==> src/rtl/instr_seq_ctrl.sv <==
// instr_seq_ctrl: multi-cycle FETCH/DECODE/EXEC/MEM/WB sequencer.
// Drives memory handshakes, datapath strobes, retire count and sticky trap.
module instr_seq_ctrl #(
  parameter int MEM_TIMEOUT = 15,
  parameter int CNT_W       = 32
) (
  input  logic             clk,
  input  logic             rst,
  input  logic             run,
  input  logic [6:0]       opcode,
  input  logic [2:0]       fun3,
  input  logic             branch_taken,
  input  logic             imem_ready,
  input  logic             dmem_ready,
  input  logic             trap_clr,
  output logic             imem_req,
  output logic             ir_we,
  output logic             pc_we,
  output logic [1:0]       pc_sel,
  output logic             reg_we,
  output logic [1:0]       wb_sel,
  output logic             alu_src_imm,
  output logic             dmem_req,
  output logic             dmem_we,
  output logic             busy,
  output logic             trap,
  output logic [1:0]       trap_cause,
  output logic [CNT_W-1:0] retired,
  output logic [2:0]       state
);

  localparam int WAIT_W  = (MEM_TIMEOUT > 2) ? $clog2(MEM_TIMEOUT) : 1;
  localparam int TO_LAST = (MEM_TIMEOUT > 0) ? MEM_TIMEOUT - 1 : 0;
  localparam logic [WAIT_W-1:0] WAIT_LAST = WAIT_W'(TO_LAST);
  localparam bit TO_EN = (MEM_TIMEOUT != 0);

  localparam logic [6:0] OP_R     = 7'b0110011;
  localparam logic [6:0] OP_I     = 7'b0010011;
  localparam logic [6:0] OP_LD    = 7'b0000011;
  localparam logic [6:0] OP_ST    = 7'b0100011;
  localparam logic [6:0] OP_BR    = 7'b1100011;
  localparam logic [6:0] OP_LUI   = 7'b0110111;
  localparam logic [6:0] OP_AUIPC = 7'b0010111;
  localparam logic [6:0] OP_JAL   = 7'b1101111;
  localparam logic [6:0] OP_JALR  = 7'b1100111;

  typedef enum logic [2:0] {
    S_IDLE   = 3'd0,
    S_FETCH  = 3'd1,
    S_DECODE = 3'd2,
    S_EXEC   = 3'd3,
    S_MEM    = 3'd4,
    S_WB     = 3'd5,
    S_TRAP   = 3'd6
  } state_t;

  state_t             st_q;
  logic [WAIT_W-1:0]  wait_q;
  logic               trap_q;
  logic [1:0]         cause_q;
  logic [CNT_W-1:0]   ret_q;

  logic is_r, is_i, is_ld, is_st, is_br;
  logic is_lui, is_auipc, is_jal, is_jalr;
  logic is_legal;
  state_t bound_st;

  // fun3 is consumed by the memory width logic, not by sequencing
  logic unused_fun3;
  assign unused_fun3 = ^fun3;

  assign is_r     = (opcode == OP_R);
  assign is_i     = (opcode == OP_I);
  assign is_ld    = (opcode == OP_LD);
  assign is_st    = (opcode == OP_ST);
  assign is_br    = (opcode == OP_BR);
  assign is_lui   = (opcode == OP_LUI);
  assign is_auipc = (opcode == OP_AUIPC);
  assign is_jal   = (opcode == OP_JAL);
  assign is_jalr  = (opcode == OP_JALR);

  assign is_legal = is_r | is_i | is_ld | is_st | is_br
                  | is_lui | is_auipc | is_jal | is_jalr;

  // run is only looked at when an instruction retires
  assign bound_st = run ? S_FETCH : S_IDLE;

  // strobes and selects decoded from current state and handshakes
  always_comb begin
    imem_req    = 1'b0;
    ir_we       = 1'b0;
    pc_we       = 1'b0;
    pc_sel      = 2'd0;
    reg_we      = 1'b0;
    wb_sel      = 2'd0;
    alu_src_imm = 1'b0;
    dmem_req    = 1'b0;
    dmem_we     = 1'b0;
    unique case (st_q)
      S_FETCH: begin
        imem_req = 1'b1;
        ir_we    = imem_ready;
      end
      S_EXEC: begin
        alu_src_imm = ~(is_r | is_br);
        if (is_br) begin
          pc_we  = 1'b1;
          pc_sel = branch_taken ? 2'd1 : 2'd0;
        end
      end
      S_MEM: begin
        dmem_req = 1'b1;
        dmem_we  = is_st;
        if (dmem_ready && is_st) begin
          pc_we = 1'b1;
        end
      end
      S_WB: begin
        reg_we = 1'b1;
        pc_we  = 1'b1;
        unique case (1'b1)
          is_ld:             wb_sel = 2'd1;
          (is_jal|is_jalr):  wb_sel = 2'd2;
          is_lui:            wb_sel = 2'd3;
          default:           wb_sel = 2'd0;
        endcase
        unique case (1'b1)
          is_jal:  pc_sel = 2'd1;
          is_jalr: pc_sel = 2'd2;
          default: pc_sel = 2'd0;
        endcase
      end
      default: begin
      end
    endcase
  end

  // sequencer state, wait counter, trap flags and retire count
  always_ff @(posedge clk or posedge rst) begin
    if (rst) begin
      st_q    <= S_IDLE;
      wait_q  <= '0;
      trap_q  <= 1'b0;
      cause_q <= 2'd0;
      ret_q   <= '0;
    end else begin
      wait_q <= '0;
      if (pc_we) begin
        ret_q <= ret_q + CNT_W'(1);
      end
      unique case (st_q)
        S_IDLE: begin
          if (run) st_q <= S_FETCH;
        end
        S_FETCH: begin
          if (imem_ready) begin
            st_q <= S_DECODE;
          end else if (TO_EN && wait_q == WAIT_LAST) begin
            st_q    <= S_TRAP;
            trap_q  <= 1'b1;
            cause_q <= 2'd2;
          end else begin
            wait_q <= wait_q + WAIT_W'(1);
          end
        end
        S_DECODE: begin
          if (is_legal) begin
            st_q <= S_EXEC;
          end else begin
            st_q    <= S_TRAP;
            trap_q  <= 1'b1;
            cause_q <= 2'd1;
          end
        end
        S_EXEC: begin
          unique case (1'b1)
            (is_ld|is_st): st_q <= S_MEM;
            is_br:         st_q <= bound_st;
            default:       st_q <= S_WB;
          endcase
        end
        S_MEM: begin
          if (dmem_ready) begin
            st_q <= is_ld ? S_WB : bound_st;
          end else if (TO_EN && wait_q == WAIT_LAST) begin
            st_q    <= S_TRAP;
            trap_q  <= 1'b1;
            cause_q <= 2'd3;
          end else begin
            wait_q <= wait_q + WAIT_W'(1);
          end
        end
        S_WB: begin
          st_q <= bound_st;
        end
        S_TRAP: begin
          if (trap_clr) begin
            st_q    <= S_IDLE;
            trap_q  <= 1'b0;
            cause_q <= 2'd0;
          end
        end
        default: begin
          st_q <= S_IDLE;
        end
      endcase
    end
  end

  assign busy       = (st_q != S_IDLE) && (st_q != S_TRAP);
  assign trap       = trap_q;
  assign trap_cause = cause_q;
  assign retired    = ret_q;
  assign state      = st_q;

endmodule
==> config.mk <==
export PLATFORM = sky130hd
export DESIGN_NAME = instr_seq_ctrl
export DESIGN_NICKNAME = d
export VERILOG_FILES = /design/src/rtl/instr_seq_ctrl.sv
export SDC_FILE = /design/constraint.sdc
export NUM_CORES = 1
export LEC_CHECK = 0
export CORE_MARGIN = 2
export CORE_UTILIZATION = 50
export CTS_BUF_LIST = sky130_fd_sc_hd__clkbuf_8
export DETAILED_ROUTE_END_ITERATION = 8
export GPL_TIMING_DRIVEN = 0
export PLACE_DENSITY_LB_ADDON = 0.1
export SLEW_MARGIN = 15
export SYNTH_ARGS = -nofsm -noshare
export SYNTH_HDL_FRONTEND = slang
export SYNTH_SLANG_ARGS = --single-unit
==> constraint.sdc <==
create_clock -name clk -period 2.7 [get_ports clk]
set_input_delay 0.54 -clock clk [delete_from_list [all_inputs] [get_ports clk]]
set_output_delay 0.54 -clock clk [all_outputs]
set_load 0.01 [all_outputs]
### Word level (Yosys, flattened, before mapping)

Cells that the tools add are included.

* output and inout port bits: 50
* bits in registers: 42
* input bits: 17
* logic and storage cells: 93

* reduce and logical (&&, ||, !) cells: 8
* eq/ne operators: 24
* add/subtract/negate cells: 2
* mux-type cells: 42
* bitwise operators: 12

Operators with widths (count)
* 32-bit by 1-bit adder with 32-bit output (second input constant): 1
* 7-bit by 6-bit equality test with 1-bit output (second input constant): 3
* 7-bit equality test (second input constant): 3
* 3-bit two-way mux: 7
* 3-bit one-hot mux with 7 select lines: 1
* 1-bit two-way mux: 16
* 7-bit by 5-bit equality test with 1-bit output (second input constant): 2
* 2-bit two-way mux: 7
* 2-bit inequality test (second input constant): 7
* 4-bit two-way mux: 3
* 1-bit bitwise OR: 11
* 3-bit equality test (second input constant): 3
* 2-bit one-hot mux with 2 select lines: 2
* 2-bit one-hot mux with 4 select lines: 1
* 4-bit one-hot mux with 2 select lines: 1
* 7-bit by 2-bit equality test with 1-bit output (second input constant): 1
* 7-bit AND reduction: 1
* 3-bit by 2-bit equality test with 1-bit output (second input constant): 2
* 2-bit one-hot mux with 3 select lines: 1
* 3-bit one-hot mux with 2 select lines: 1
* 5-bit AND reduction: 1
* 4-bit by 1-bit adder with 4-bit output (second input constant): 1
* 4-bit equality test (second input constant): 1
* 1-bit one-hot mux with 4 select lines: 1
* other kinds (9): 10

### Longest topological paths before layout

* word-level depth: 11
* mapped depth: 7

### Least setup slack after synthesis

Ideal clock, no wire load.

* kind: input to register
* start point: input opcode[3]
* end point: register ret_q[21] (netlist: retired[21])
* required time: 2.574 ns
* arrival: 1.992 ns
* path buffers: 0
* cell stages on the path: 5
* path slack: 0.582 ns
* library setup time: 0.126 ns
* cells stage by stage: or2_1 nor4_4 a41oi_4 or4_1 xnor2_1

* longest elaborated chain between the ends: 4
* elaborated cells on any way between the ends: 6
* classes of those cells: eq/ne: 2; mux: 3; reduce/logical: 1

RTL lines
* from (decl): RTL line 10 `input logic [6:0] opcode,`
* 7-bit by 6-bit equality test with 1-bit output: RTL line 75 `assign is_st = (opcode == OP_ST);`
* 1-bit logical AND: RTL line 114 `if (dmem_ready && is_st) begin`
* 1-bit two-way mux: RTL line 114
* 1-bit one-hot mux with 3 select lines (*): RTL line 99 `unique case (st_q)`
* to (signal assigned): RTL line 149 `ret_q <= ret_q + CNT_W'(1);`
* to (decl): RTL line 61 `logic [CNT_W-1:0] ret_q;`

Mark *: on every way between the ends. The rest lies on a longest branch, timed or not.
A chain may end at the register's enable or synchronous reset.

### Worst setup path after layout

* start point: input opcode[3]
* end point: output dmem_we

* longest elaborated chain between the ends: 2

RTL lines
* 7-bit by 6-bit equality test with 1-bit output: RTL line 75
* 1-bit two-way mux: RTL line 99
* to (decl): RTL line 24 `output logic dmem_we,`

Every way passes these cells.

==> reports/metrics.cfg <==
[logic_synthesis]
syn-cell-area_um2=2400
avgSynthCellArea_um2=9.71
ys_seq_elements=42
synth.top_cells.by_count=42 x dfrtp_1, 25 x nand2_1, 24 x xor2_1
async_flop_share_pct=100
synth_top_area_share_pct=43.8
yosysMostFrequentCell=dfrtp_1
yosysWarnings=0
synth_cell_types=53
synthTopCellsByArea=dfrtp_1 44%, xor2_1 8.8%, nand2_1 3.9%
synthFlopType=dfrtp_1
syn_inst=247
syn_nets=267
synth_edf_count=0
yosys.area.top_type=dfrtp_1
yosysSeqAreaShare_pct=43.8

[critical_path]
cpMostUsedCell=dlygate4sd2_1
critPathMaxStageDelay_ns=0.31
crit_chain=dlygate4sd2_1, or2_4, nor4_4, buf_4, and3_1, dlygate4sd2_1
critPathSlowestCell=or2_4
crit_type=input pin to primary output
cp_num_buf_inv=3
crit_path_start_kind=input pin
crit_family=buffers and inverters
cp_max_fo=6
required_ns=2.16
critPathArrivalTime_ns=2.04
cp-end-kind=primary output

[clocking]
root_buffer=clkbuf_8
clk_latency_ns=0.29
clk_path_buf_depth=2
cts_made_buffers=5
clk_pin_slew_ns=0.08
h-tree-depth=2
hold_buffers=0
cts_sinks=42
cts_tree=done

[finish]
insertedDiodeCount=0
multi_input_area_um2=1300
fin_util_pct=69.7
syn_to_final_growth_pct=35.5
fill_cells=373
regArea_um2=1050
final_nets=341
layout-drive-gt1-share_pct=9.01

[power]
p_clk_share_pct=20.4
combinationalPowerShare_pct=40.5
switching_power_w=0.000742
power_density_nw_per_um2=634
pwr-share-seq_pct=39.1
vdd_ir_drop_max_mv=0.439
p_sw_share_pct=36.0
internal-power_w=0.00132
p_leak_nw=1.30

[floorplanning]
dieWidth_um=73.3
core_um2=4660
rows=25
die_area_um2=5370
start_util_pct=51.5
die_h_um=73.3
ios=67

[routing]
ant_nets=0
via_count=2149
via_per_inst=5.72
drt_pre_antenna_iters=5
routed.top_layer=met4
wirelength_mm=5.50
wl_met1_mm=2.60
dr.first_iter.drc_count=56
drc=0
wl_per_cell_um=14.6
wl_met2_mm=2.61
dr_wl_met3_um=261

[grt]
grtUsageTotal_pct=21.4
grt_pass1_wl_mm=9.04
grt_pass1_vias=1976
overflow=0
grt_max_degree=34
antenna_found_initial=0

[sta]
final-setup-viol-count=0
worst_pin_slew_ns=0.541
whs_ns=0.482
finClkSkew_ns=0.00744
finalCritPeriodShare_pct=95.4
clock.fmax_mhz=388
relSlewSlack_pct=63.7
rsz0062_at_grt=false
slew_viol_final=0
hold_violations=0
fin_crit_ns=2.58

[hold_path]
hold_class=input pin to async pin

[placement]
port_buffers=63
dp_hpwl_mm=3.98
gp_congestion=0.880

[outcome]
status=finished clean

[run]
drv_cap=0

## flip-flops by register name, summed over array words and instances (netlist names)
| name | count |
|---|---|
| retired | 32 |
| wait_q | 4 |
| trap | 1 |
| trap_cause | 2 |
| state | 3 |
## worst register-to-register path, stage by stage (launching register included)
cell      delay, ns
dfrtp_1        0.48
nand3b_1       0.23
o41ai_4        0.44
a41oi_4        0.08
buf_4          0.22
or4_1          0.54
xnor2_1        0.14
## power groups by stage
stage	registers [W]	clock network, W	logic (W)
floorplan	0.000838	0	0.000434
global placement	0.000816	0	0.000804
detailed placement	0.000815	0	0.000817
CTS	0.000805	0.000432	0.000828
global route	0.000826	0.000462	0.000913
finish	0.000806	0.000420	0.000833
## stage by stage
| stage | total power, W | area, um^2 | std cells | setup TNS [ns] | setup WS [ns] |
|---|---|---|---|---|---|
| 2_1_floorplan | 0.00127 | 2400 | 247 | 0 | 0.582 |
| 3_3_place_gp | 0.00162 | 3100 | 364 | -2.16 | -0.693 |
| 3_5_place_dp | 0.00163 | 3120 | 365 | -3.34 | -0.721 |
| 4_1_cts | 0.00206 | 3240 | 375 | 0 | 0.0455 |
| 5_1_grt | 0.00220 | 3250 | 376 | 0 | 0.0456 |
| 6_report | 0.00206 | 3250 | 376 | 0 | 0.123 |
## layer usage
| metal | global-route usage, % | vias up |
|---|---|---|
| met1 | 29.3 | 1043 |
| met2 | 34.2 | 64 |
| met3 | 4.94 | 2 |
| met5 | 0 | - |
| li1 | - | 1040 |
| met4 | 5.56 | 0 |
## final timing paths
kind	slack (ns)	end	cells past startpoint	start
max	0.12	dmem_we	6	opcode[3]
min	0.48	trap_cause[0]$_DFFE_PP0P_	2	rst
max reg2reg	0.45	retired[21]$_DFFE_PP0P_	6	state[1]$_DFFE_PP0P_
min reg2reg	0.48	wait_q[0]$_DFF_PP0_	1	wait_q[0]$_DFF_PP0_
max in group asynchronous	1.77	retired[19]$_DFFE_PP0P_	3	rst
min in group clk	0.48	wait_q[0]$_DFF_PP0_	1	wait_q[0]$_DFF_PP0_
## placed cells by master (no fill, tap or decap), drive strengths merged, types with 2 or more instances in the layout
cell type / instances
a31oi: 3
nor3: 15
nor3b: 2
ha: 3
nor2: 19
o21ai: 4
and4: 2
clkdlybuf4s50: 55
clkinv: 2
o22ai: 2
nand2: 25
nand2b: 5
xnor2: 9
nand4: 9
or2: 2
dlygate4sd2: 7
and3: 4
buf: 6
nand4b: 2
xor2: 24
a211oi: 2
nor4: 12
or3: 4
and2: 3
a21oi: 8
a41oi: 2
nand3: 11
clkbuf: 10
inv: 7
nand3b: 2
dfrtp: 42
## layout make-up
class	count	area share (%)
Sequential cell	42	32.3
Clock buffer	6	2.54
Multi-Input combinational cell	191	40.0
Clock inverter	2	0.385
Timing Repair Buffer	67	20.5
Tap cell	54	2.08
Buffer	6	1.08
Inverter	8	1.08
## logic make-up after synthesis
| family | after synthesis | share of synthesized area, % |
|---|---|---|
| XOR/XNOR | 33 | 12.1 |
| buffers and inverters | 14 | 2.56 |
| AO/OA/AOI/OAI | 33 | 10.9 |
| adder cells (fa/ha/maj) | 3 | 1.57 |
| AND/OR/NAND/NOR | 122 | 29.1 |
| flip-flops | 42 | 43.8 |
## timing repair
item / in CTS / in global routing
gates resized for setup: 14 / 4
pin swaps: 3 / 0
endpoints found under the setup margin: 7 / 4
setup buffers: 2 / 1
Power figures use the tool's default switching activity.
